## config.mk

```make
export PLATFORM = sky130hd
export DESIGN_NAME = dcache_ctrl_fsm_flat
export DESIGN_NICKNAME = d
export VERILOG_FILES = /design/src/rtl/dcache_ctrl_if.sv /design/src/rtl/dcache_ctrl_fsm.sv /design/src/flat_wrapper.sv
export SDC_FILE = /design/constraint.sdc
export NUM_CORES = 1
export LEC_CHECK = 0
export BUFFER_PORTS_ARGS = -buffer_cell sky130_fd_sc_hd__buf_2
export CAP_MARGIN = 20
export CORE_UTILIZATION = 46
export CTS_BUF_LIST = sky130_fd_sc_hd__clkbuf_4
export CTS_CLUSTER_DIAMETER = 200
export DETAILED_ROUTE_END_ITERATION = 7
export PLACE_DENSITY = 0.83
export SKIP_CTS_REPAIR_TIMING = 1
export SYNTH_ARGS = -nofsm -noshare
export SYNTH_HDL_FRONTEND = slang
export SYNTH_SLANG_ARGS = --single-unit
```

## constraint.sdc

```tcl
create_clock -name clk -period 1.72 [get_ports clk]
set_input_delay 0.344 -clock clk [delete_from_list [all_inputs] [get_ports clk]]
set_output_delay 0.344 -clock clk [all_outputs]
set_load 0.01 [all_outputs]
```

## src/rtl/dcache_ctrl_if.sv

```systemverilog
// D-cache controller bundle: MEM-stage request, tag-compare results,
// array strobes and the single-channel memory bridge handshake.
interface dcache_ctrl_if #(
   parameter int CNT_W = 2
);
   // request side (MEM stage)
   logic             req_valid;
   logic [1:0]       req_op;
   logic             req_uncached;
   // tag compare results
   logic             hit;
   logic             victim_dirty;
   // memory bridge handshake
   logic             mem_ready;
   // array strobes
   logic             rbuf_we;
   logic             tag_rd_en;
   logic             cache_we;
   logic             dirty_set;
   logic             dirty_clr;
   logic             refill_we;
   logic [CNT_W-1:0] beat_idx;
   logic             ret_we;
   logic             data_from_mem;
   // memory request
   logic             mem_valid;
   logic             mem_we;
   logic [7:0]       mem_len;
   logic             mem_uncached;
   // pipeline status
   logic             pipeline_ready;
   logic             busy;

   // controller side
   modport master (
      input  req_valid, req_op, req_uncached, hit, victim_dirty, mem_ready,
      output rbuf_we, tag_rd_en, cache_we, dirty_set, dirty_clr, refill_we,
             beat_idx, ret_we, data_from_mem, mem_valid, mem_we, mem_len,
             mem_uncached, pipeline_ready, busy
   );

   // pipeline / memory / array side
   modport slave (
      output req_valid, req_op, req_uncached, hit, victim_dirty, mem_ready,
      input  rbuf_we, tag_rd_en, cache_we, dirty_set, dirty_clr, refill_we,
             beat_idx, ret_we, data_from_mem, mem_valid, mem_we, mem_len,
             mem_uncached, pipeline_ready, busy
   );
endinterface

```

## src/rtl/dcache_ctrl_fsm.sv

```systemverilog
// D-cache controller FSM: lookup, dirty-line write-back, burst refill and
// single-word uncached / write-through accesses. Outputs are combinational
// from state, beat counter, latched op and live inputs.
module dcache_ctrl_fsm #(
   parameter int LINE_WORDS = 4,
   parameter int WRITE_BACK = 1
) (
   input  logic           clk,
   input  logic           rst,
   dcache_ctrl_if.master  bus
);
   localparam int             CNT_W    = (LINE_WORDS > 1) ? $clog2(LINE_WORDS) : 1;
   localparam logic [CNT_W-1:0] CNT_LAST = CNT_W'(LINE_WORDS - 1);
   localparam logic [7:0]     LINE_LEN = 8'(LINE_WORDS - 1);
   localparam bit             WB_MODE  = (WRITE_BACK != 0);

   typedef enum logic [2:0] {
      S_IDLE   = 3'd0,
      S_LOOKUP = 3'd1,
      S_WB     = 3'd2,
      S_REFILL = 3'd3,
      S_FINISH = 3'd4,
      S_UNC    = 3'd5,
      S_WT     = 3'd6
   } state_t;

   state_t           state_reg, state_next;
   logic [CNT_W-1:0] cnt_reg, cnt_next;
   logic             store_reg, store_next;

   logic req_ok;
   logic req_store;
   logic last_beat;

   // only load (01) and store (10) are real requests
   assign req_ok    = bus.req_valid & ((bus.req_op == 2'b01) | (bus.req_op == 2'b10));
   assign req_store = (bus.req_op == 2'b10);
   assign last_beat = (cnt_reg == CNT_LAST);

   // state, beat counter and latched op; reset abandons any transaction
   always_ff @(posedge clk) begin
      if (rst) begin
         state_reg <= S_IDLE;
         cnt_reg   <= '0;
         store_reg <= 1'b0;
      end else begin
         state_reg <= state_next;
         cnt_reg   <= cnt_next;
         store_reg <= store_next;
      end
   end

   // next-state and beat counter sequencing
   always_comb begin
      state_next = state_reg;
      cnt_next   = cnt_reg;
      store_next = store_reg;
      case (state_reg)
         S_IDLE: begin
            cnt_next = '0;
            if (req_ok) begin
               store_next = req_store;
               state_next = bus.req_uncached ? S_UNC : S_LOOKUP;
            end
         end
         S_LOOKUP: begin
            cnt_next = '0;
            if (bus.hit) begin
               // write-through store hits still need the memory write
               state_next = (store_reg && !WB_MODE) ? S_WT : S_IDLE;
            end else if (store_reg && !WB_MODE) begin
               state_next = S_WT;
            end else if (bus.victim_dirty && WB_MODE) begin
               state_next = S_WB;
            end else begin
               state_next = S_REFILL;
            end
         end
         S_WB: begin
            if (bus.mem_ready) begin
               if (last_beat) begin
                  cnt_next   = '0;
                  state_next = S_REFILL;
               end else begin
                  cnt_next = cnt_reg + 1'b1;
               end
            end
         end
         S_REFILL: begin
            if (bus.mem_ready) begin
               if (last_beat) begin
                  cnt_next   = '0;
                  state_next = S_FINISH;
               end else begin
                  cnt_next = cnt_reg + 1'b1;
               end
            end
         end
         S_FINISH: begin
            state_next = S_IDLE;
         end
         S_UNC, S_WT: begin
            if (bus.mem_ready) begin
               state_next = S_IDLE;
            end
         end
         default: begin
            state_next = S_IDLE;
            cnt_next   = '0;
         end
      endcase
   end

   // strobes and memory request decode
   always_comb begin
      bus.rbuf_we        = 1'b0;
      bus.tag_rd_en      = 1'b0;
      bus.cache_we       = 1'b0;
      bus.dirty_set      = 1'b0;
      bus.dirty_clr      = 1'b0;
      bus.refill_we      = 1'b0;
      bus.beat_idx       = cnt_reg;
      bus.ret_we         = 1'b0;
      bus.data_from_mem  = 1'b0;
      bus.mem_valid      = 1'b0;
      bus.mem_we         = 1'b0;
      bus.mem_len        = 8'd0;
      bus.mem_uncached   = 1'b0;
      bus.pipeline_ready = 1'b0;
      bus.busy           = (state_reg != S_IDLE);
      case (state_reg)
         S_IDLE: begin
            if (req_ok) begin
               bus.rbuf_we   = 1'b1;
               bus.tag_rd_en = !bus.req_uncached;
            end
         end
         S_LOOKUP: begin
            if (bus.hit) begin
               if (!store_reg) begin
                  bus.pipeline_ready = 1'b1;
               end else begin
                  bus.cache_we = 1'b1;
                  if (WB_MODE) begin
                     bus.dirty_set      = 1'b1;
                     bus.pipeline_ready = 1'b1;
                  end
               end
            end
         end
         S_WB: begin
            bus.mem_valid = 1'b1;
            bus.mem_we    = 1'b1;
            bus.mem_len   = LINE_LEN;
            bus.dirty_clr = bus.mem_ready & last_beat;
         end
         S_REFILL: begin
            bus.mem_valid = 1'b1;
            bus.mem_len   = LINE_LEN;
            bus.refill_we = bus.mem_ready;
         end
         S_FINISH: begin
            bus.pipeline_ready = 1'b1;
            if (store_reg) begin
               bus.cache_we  = 1'b1;
               bus.dirty_set = 1'b1;
            end else begin
               bus.data_from_mem = 1'b1;
            end
         end
         S_UNC, S_WT: begin
            bus.mem_valid      = 1'b1;
            bus.mem_uncached   = 1'b1;
            bus.mem_we         = store_reg;
            bus.ret_we         = bus.mem_ready & !store_reg;
            bus.pipeline_ready = bus.mem_ready;
         end
         default: begin
            bus.busy = 1'b1;
         end
      endcase
   end
endmodule
```

## src/flat_wrapper.sv

```systemverilog
// flat-port wrapper written by rule: the top's interface ports become plain ports
module dcache_ctrl_fsm_flat 
#(
   parameter int LINE_WORDS = 4,
   parameter int WRITE_BACK = 1
)
  (clk, rst, bus_req_valid, bus_req_op, bus_req_uncached, bus_hit, bus_victim_dirty, bus_mem_ready, bus_rbuf_we, bus_tag_rd_en, bus_cache_we, bus_dirty_set, bus_dirty_clr, bus_refill_we, bus_beat_idx, bus_ret_we, bus_data_from_mem, bus_mem_valid, bus_mem_we, bus_mem_len, bus_mem_uncached, bus_pipeline_ready, bus_busy);
  dcache_ctrl_if bus_i ();
  input  logic clk;
  input  logic rst;
  input wire logic [$bits(bus_i.req_valid)-1:0] bus_req_valid;
  input wire logic [$bits(bus_i.req_op)-1:0] bus_req_op;
  input wire logic [$bits(bus_i.req_uncached)-1:0] bus_req_uncached;
  input wire logic [$bits(bus_i.hit)-1:0] bus_hit;
  input wire logic [$bits(bus_i.victim_dirty)-1:0] bus_victim_dirty;
  input wire logic [$bits(bus_i.mem_ready)-1:0] bus_mem_ready;
  output wire logic [$bits(bus_i.rbuf_we)-1:0] bus_rbuf_we;
  output wire logic [$bits(bus_i.tag_rd_en)-1:0] bus_tag_rd_en;
  output wire logic [$bits(bus_i.cache_we)-1:0] bus_cache_we;
  output wire logic [$bits(bus_i.dirty_set)-1:0] bus_dirty_set;
  output wire logic [$bits(bus_i.dirty_clr)-1:0] bus_dirty_clr;
  output wire logic [$bits(bus_i.refill_we)-1:0] bus_refill_we;
  output wire logic [$bits(bus_i.beat_idx)-1:0] bus_beat_idx;
  output wire logic [$bits(bus_i.ret_we)-1:0] bus_ret_we;
  output wire logic [$bits(bus_i.data_from_mem)-1:0] bus_data_from_mem;
  output wire logic [$bits(bus_i.mem_valid)-1:0] bus_mem_valid;
  output wire logic [$bits(bus_i.mem_we)-1:0] bus_mem_we;
  output wire logic [$bits(bus_i.mem_len)-1:0] bus_mem_len;
  output wire logic [$bits(bus_i.mem_uncached)-1:0] bus_mem_uncached;
  output wire logic [$bits(bus_i.pipeline_ready)-1:0] bus_pipeline_ready;
  output wire logic [$bits(bus_i.busy)-1:0] bus_busy;
  assign bus_i.req_valid = bus_req_valid;
  assign bus_i.req_op = bus_req_op;
  assign bus_i.req_uncached = bus_req_uncached;
  assign bus_i.hit = bus_hit;
  assign bus_i.victim_dirty = bus_victim_dirty;
  assign bus_i.mem_ready = bus_mem_ready;
  assign bus_rbuf_we = bus_i.rbuf_we;
  assign bus_tag_rd_en = bus_i.tag_rd_en;
  assign bus_cache_we = bus_i.cache_we;
  assign bus_dirty_set = bus_i.dirty_set;
  assign bus_dirty_clr = bus_i.dirty_clr;
  assign bus_refill_we = bus_i.refill_we;
  assign bus_beat_idx = bus_i.beat_idx;
  assign bus_ret_we = bus_i.ret_we;
  assign bus_data_from_mem = bus_i.data_from_mem;
  assign bus_mem_valid = bus_i.mem_valid;
  assign bus_mem_we = bus_i.mem_we;
  assign bus_mem_len = bus_i.mem_len;
  assign bus_mem_uncached = bus_i.mem_uncached;
  assign bus_pipeline_ready = bus_i.pipeline_ready;
  assign bus_busy = bus_i.busy;
  dcache_ctrl_fsm #(.LINE_WORDS(LINE_WORDS), .WRITE_BACK(WRITE_BACK)) u_core (.clk(clk), .rst(rst), .bus(bus_i));
endmodule
```

==> flow_metrics.tcl, run 1 <==
set metrics [dict create \
    max_freq_mhz 564 \
    rr_worst_depth 6 \
    crit_required_ns 1.38 \
    cts_tree "done" \
    yosysWarnings 0 \
    synth.most_common_cell "buf_4" \
    synth_common_cells "buf_4 (10), a21oi_1 (6), dfxtp_1 (6), inv_1 (6), nor2_1 (6)" \
    max_stage_delay_ns 0.36 \
    largest_reg_flops 3 \
    yosys-top-cells-area "dfxtp_1 (19%), buf_4 (12%), nor2b_1 (4.9%)" \
    vias_per_cell 5.26 \
    end_kind "primary output" \
    io_buffer_count 25 \
    violations "setup timing" \
    drtPass1Iterations 4 \
    dp_hpwl_mm 1.16 \
    clkTransAtPathRegs_ns 0.04 \
    finalHoldViolCount 0 \
    max_cap_viol_count 0 \
    synth_edf_count 0 \
    worstPathArrival_ns 1.43 \
    yosysTopAreaCellShare_pct 18.8 \
    final_util_pct 65.2 \
    drt_iter0_markers 23 \
    cp_top_family "simple AND/OR/NAND/NOR gates" \
    place_ws_ns 0.0493 \
    wl_mm 1.58 \
    initial_core_util_pct 49.2 \
    dieArea_um2 1550 \
    min_to "u_core.bus.beat_idx[1]" \
    final_cells 130 \
    startpoint_type "flip-flop" \
    synthCells 83 \
    path_max_fanout 7 \
    nFillCells 115 \
    fin_crit_sh_pct 103 \
    die_x_um 39.3 \
    fp-row-count 13 \
    vdd_drop_max_v 0.000657 \
    ant_nets 0 \
    ys_seq_elements 6 \
    synth_top_cell_by_area "dfxtp_1" \
    route.vias.total 684 \
    dieHeight_um 39.3 \
    slew_viol_final 0 \
    whs_path_depth 2 \
    report.final.setup_viol 2 \
    insertion_delay_ns 0.24 \
    rsz0062_at_grt "yes" \
    placed_cell_area_um2 766 \
    synth.avg_cell_area_um2 7.72 \
    stdcell_area_um2 848 \
    post-route-min-period_ns 1.77 \
    p_leak_nw 0.460 \
    hp-start "rst" \
    synthArstFlopShare_pct 0 \
    drc 0 \
    netlist_area_um2 641 \
    diodes 0 \
    clock_sinks 6 \
    grt_overflow_total 0 \
    io_pins 32 \
    r2r_slack_ns 0.14 \
    clockBufferDepth 2 \
    worstReg2RegEnd "u_core.state_reg[0]" \
    slowest_stage "dfxtp_4" \
    core_area_um2 1300 \
    synth_flop_cell "dfxtp_1" \
    fin_skew_ns 0.00432 \
    power_density_nw_per_um2 1200 \
    grt_usage_pct 21.0 \
    wl_per_cell_um 12.1 \
    status "finished, violations left" \
    cts_root_buf "clkbuf_4" \
    cts_buffers 3 \
    htreeDepth 1 \
    layout_setup_ws_ns -0.0519 \
    antenna_found_initial 0 \
    worstHoldPathType "input pin to flip-flop" \
    routabilityCongestion 0.813 \
    synth-seq-area-share_pct 18.8 \
    critPathKind "flip-flop to primary output" \
    drive_gt1_share_pct 47.0 \
    grt_pass1_vias 515 \
    synth.lib_cells_used.distinct 36 \
    r2r-start "u_core.state_reg[1]" \
    dp_cells 122 \
    grt_pass1_wl_mm 2.17 \
    area_growth_pct 32.4 \
    nNetsFinal 128 \
    grt_max_degree 13 \
    critPathBufInv 2 \
    worstPathCellList "buf_6 -> or3_4 -> nand2b_4 -> nor2_2 -> buf_2" \
]
stage by stage:
| step | setup TNS [ns] | hold slack [ns] | power, mW |
|---|---|---|---|
| global route | -0.162 | 0.379 | 1.10 |
| finish | -0.0608 | 0.377 | 1.02 |
| floorplan | 0 | 0.413 | 0.637 |
| global placement | 0 | 0.494 | 0.771 |
| detailed placement | 0 | 0.506 | 0.785 |
| CTS | -0.752 | 0.369 | 0.914 |
metal layers:
metal	up-vias	global-route usage [%]	wire length, um
li1	339	-	-
met1	318	25.4	699
met2	25	35.4	801
met3	2	3.41	69
met4	0	10.3	5
met5	-	0	0
kinds of logic (layout without fill, tap and decap cells):
family                     after synthesis  count (layout)  synth area share (%)
muxes                                    2               2                  5.08
adders and majority gates                2               2                  3.91
buffers and inverters                   21              48                  19.9
DFF                                      6               6                  18.8
and+or+nand+nor                         32              32                  29.9
AOI/OAI and AO/OA                       18              18                  20.5
xor gates and xnor gates                 1               1                  1.37
other                                    1               6                 0.585
worst max path at each step:
stage                                   start  slack, ns  cells past startpoint                   to
final                     u_core.state_reg[1]      -0.05                      5        bus_tag_rd_en
after global routing      u_core.state_reg[1]      -0.10                      5        bus_tag_rd_en
after CTS                 u_core.state_reg[0]      -0.16                      5        bus_mem_valid
after detailed placement        bus_req_op[0]       0.05                      7        bus_tag_rd_en
after global placement    u_core.state_reg[0]       0.09                      5  u_core.state_reg[0]
after floorplan           u_core.state_reg[2]       0.02                      5        bus_dirty_set
worst register-to-register path, delay by kind of cell (launching register included):
family	cells	cell delay, ns
AND/OR/NAND/NOR	1	0.13
AO/OA/AOI/OAI	2	0.49
flip-flops	1	0.36
buffers and inverters	2	0.30
multiplexers	1	0.17
cell type report:
cell class | count | area [um2] | share of cell area, %
multi-input combinational | 61 | 419 | 49.4
clock buffer | 3 | 22.5 | 2.65
timing repair buffer | 39 | 238 | 28.0
tap | 15 | 18.8 | 2.21
inverter | 6 | 22.5 | 2.65
sequential | 6 | 128 | 15.0
where the power goes:
group | internal [mW] | switching, mW | leakage, nW
Clock | 0.0786 | 0.0458 | 0.0138
Sequential | 0.177 | 0.0463 | 0.0502
Combinational | 0.343 | 0.327 | 0.396
Total | 0.598 | 0.419 | 0.460
cell usage in the layout (no fill, tap or decap), types with 3 or more instances in the layout:
cell type	synthesis	final
a21oi_1	6	6
buf_2	3	24
buf_4	10	12
clkbuf_4	0	3
conb_1	1	6
dfxtp_1	6	4
inv_1	6	5
nand2_1	4	4
nor2_1	6	5
nor2b_1	5	5
o21ai_0	4	3
Note: power is estimated with default switching activity, not from simulation.
==> inputs of run 2 (changes only) <==
CORE_AREA = 2 2 39 41   (was default)
CORE_UTILIZATION = default   (was 46)
DIE_AREA = 0 0 41 43   (was default)
PLACE_DENSITY = 0.84   (was 0.83)
clock period = 2.3 ns   (was 1.72 ns; I/O delays follow)
==> flow_metrics.tcl, run 2 (synthesis results as in run 1) <==
set metrics [dict create \
    status "completed" \
    worstPathArrival_ns 1.69 \
    cts_root_buf "clkbuf_4" \
    fin_setup_tns_ns 0 \
    final_common_cell "buf_2" \
    cts_tree "done" \
    final_cells 120 \
    critPathKind "flip-flop to primary output" \
    rr_worst_depth 5 \
    fin_crit_sh_pct 93.3 \
    multi_input_area_um2 412 \
    report.final.setup_viol 0 \
    dp_cells 117 \
    largest_reg_flops 3 \
    cts_buffers 3 \
    nNetsFinal 117 \
    insertion_delay_ns 0.26 \
    p_leak_nw 0.400 \
    path_max_fanout 16 \
    htreeDepth 1 \
    finalHoldViolCount 0 \
    grt_pass1_wl_mm 2.31 \
    rsz0062_at_grt "no" \
    fin_hold_ws_ns 0.482 \
    slew_headroom_pct 60.4 \
    io_buffer_count 25 \
    drive_gt1_share_pct 36.5 \
    routabilityCongestion 0.798 \
    io_pins 32 \
    r2r-start "u_core.state_reg[1]" \
    wl_per_cell_um 12.0 \
    grt_pass1_vias 558 \
    max_freq_mhz 466 \
    clock_sinks 6 \
    slew_viol_final 0 \
    grt_max_degree 17 \
    register_area_um2 120 \
    clkTransAtPathRegs_ns 0.05 \
    ant_nets 0 \
    fp-row-count 14 \
    vdd_drop_max_v 0.000449 \
    drc 0 \
    dp_hpwl_mm 1.10 \
    worst_pin_slew_ns 0.593 \
    grt_overflow_total 0 \
    core_area_um2 1380 \
    max_cap_viol_count 0 \
    whs_path_depth 2 \
    post-route-min-period_ns 2.15 \
    grt_usage_pct 19.0 \
    final_util_pct 53.8 \
    initial_core_util_pct 46.3 \
    nFillCells 144 \
    r2r_slack_ns 0.60 \
    vias_per_cell 5.26 \
    worstReg2RegEnd "u_core.state_reg[1]" \
    min_to "u_core.bus.beat_idx[0]" \
    finalPower_mw 0.645 \
    wl_mm 1.44 \
    startpoint_type "flip-flop" \
    hp-start "rst" \
    area_growth_pct 16.2 \
    dieArea_um2 1760 \
    route.vias.total 631 \
    worstHoldPathType "input pin to flip-flop" \
    die_x_um 41 \
    end_kind "primary output" \
    drtPass1Iterations 5 \
    dieHeight_um 43 \
    antenna_found_initial 0 \
    power_density_nw_per_um2 867 \
    clockBufferDepth 2 \
    crit_required_ns 1.84 \
    drt_iter0_markers 13 \
    fin_skew_ns 0.00443 \
    diodes 0 \
]
## run 2: changes by cell type in the layout (fill, tap and decap cells not counted), sizes merged
cell,previous run,this run
buf,38,28
clkbuf,4,3
## run 2: power by group
group	leakage (nW)	switching (mW)	internal, mW
registers	0.0488	0.0648	0.124
logic	0.337	0.182	0.170
clock network	0.0138	0.0453	0.0595
## run 2: stage by stage
stage / worst slack [ns] / area (um2)
after global placement: 0.450 / 722
after floorplan: 0.488 / 659
after global routing: 0.0369 / 744
final: 0.153 / 744
after detailed placement: 0.353 / 722
after CTS: 0.158 / 744
## run 2: area by class of cell
type                    instances  share of cell area [%]
inverters                       6                    3.03
clock buffers                   3                    3.03
repair buffers                 28                    19.8
multi-input cells              61                    55.3
flip-flops and latches          6                    16.1
well taps                      16                    2.69
## run 2: how the worst max path moves through the flow
| stage | from | slack (ns) | cells past startpoint | to |
|---|---|---|---|---|
| 2_1_floorplan | u_core.state_reg[2] | 0.49 | 5 | bus_dirty_set |
| 3_3_place_gp | bus_req_op[0] | 0.45 | 7 | bus_tag_rd_en |
| 3_5_place_dp | bus_req_op[0] | 0.35 | 7 | bus_tag_rd_en |
| 4_1_cts | u_core.state_reg[0] | 0.16 | 5 | bus_mem_valid |
| 5_1_grt | u_core.state_reg[0] | 0.04 | 4 | bus_cache_we |
| 6_report | u_core.state_reg[0] | 0.15 | 5 | bus_mem_valid |
## run 2: worst max-delay path: stages, from the launching register on
cell     delay (ns)
dfxtp_1        0.69
xor2_1         0.17
nand2_1        0.10
inv_1          0.05
or2_2          0.28
buf_2          0.14
## run 2: layer usage
metal  vias up  track usage (%)  share of wire, %
met5         -                0                 0
met4         0             8.00               1.9
li1        319                -                 -
met3         5             4.71               8.8
met1       276             23.8                42
met2        31             29.4                47
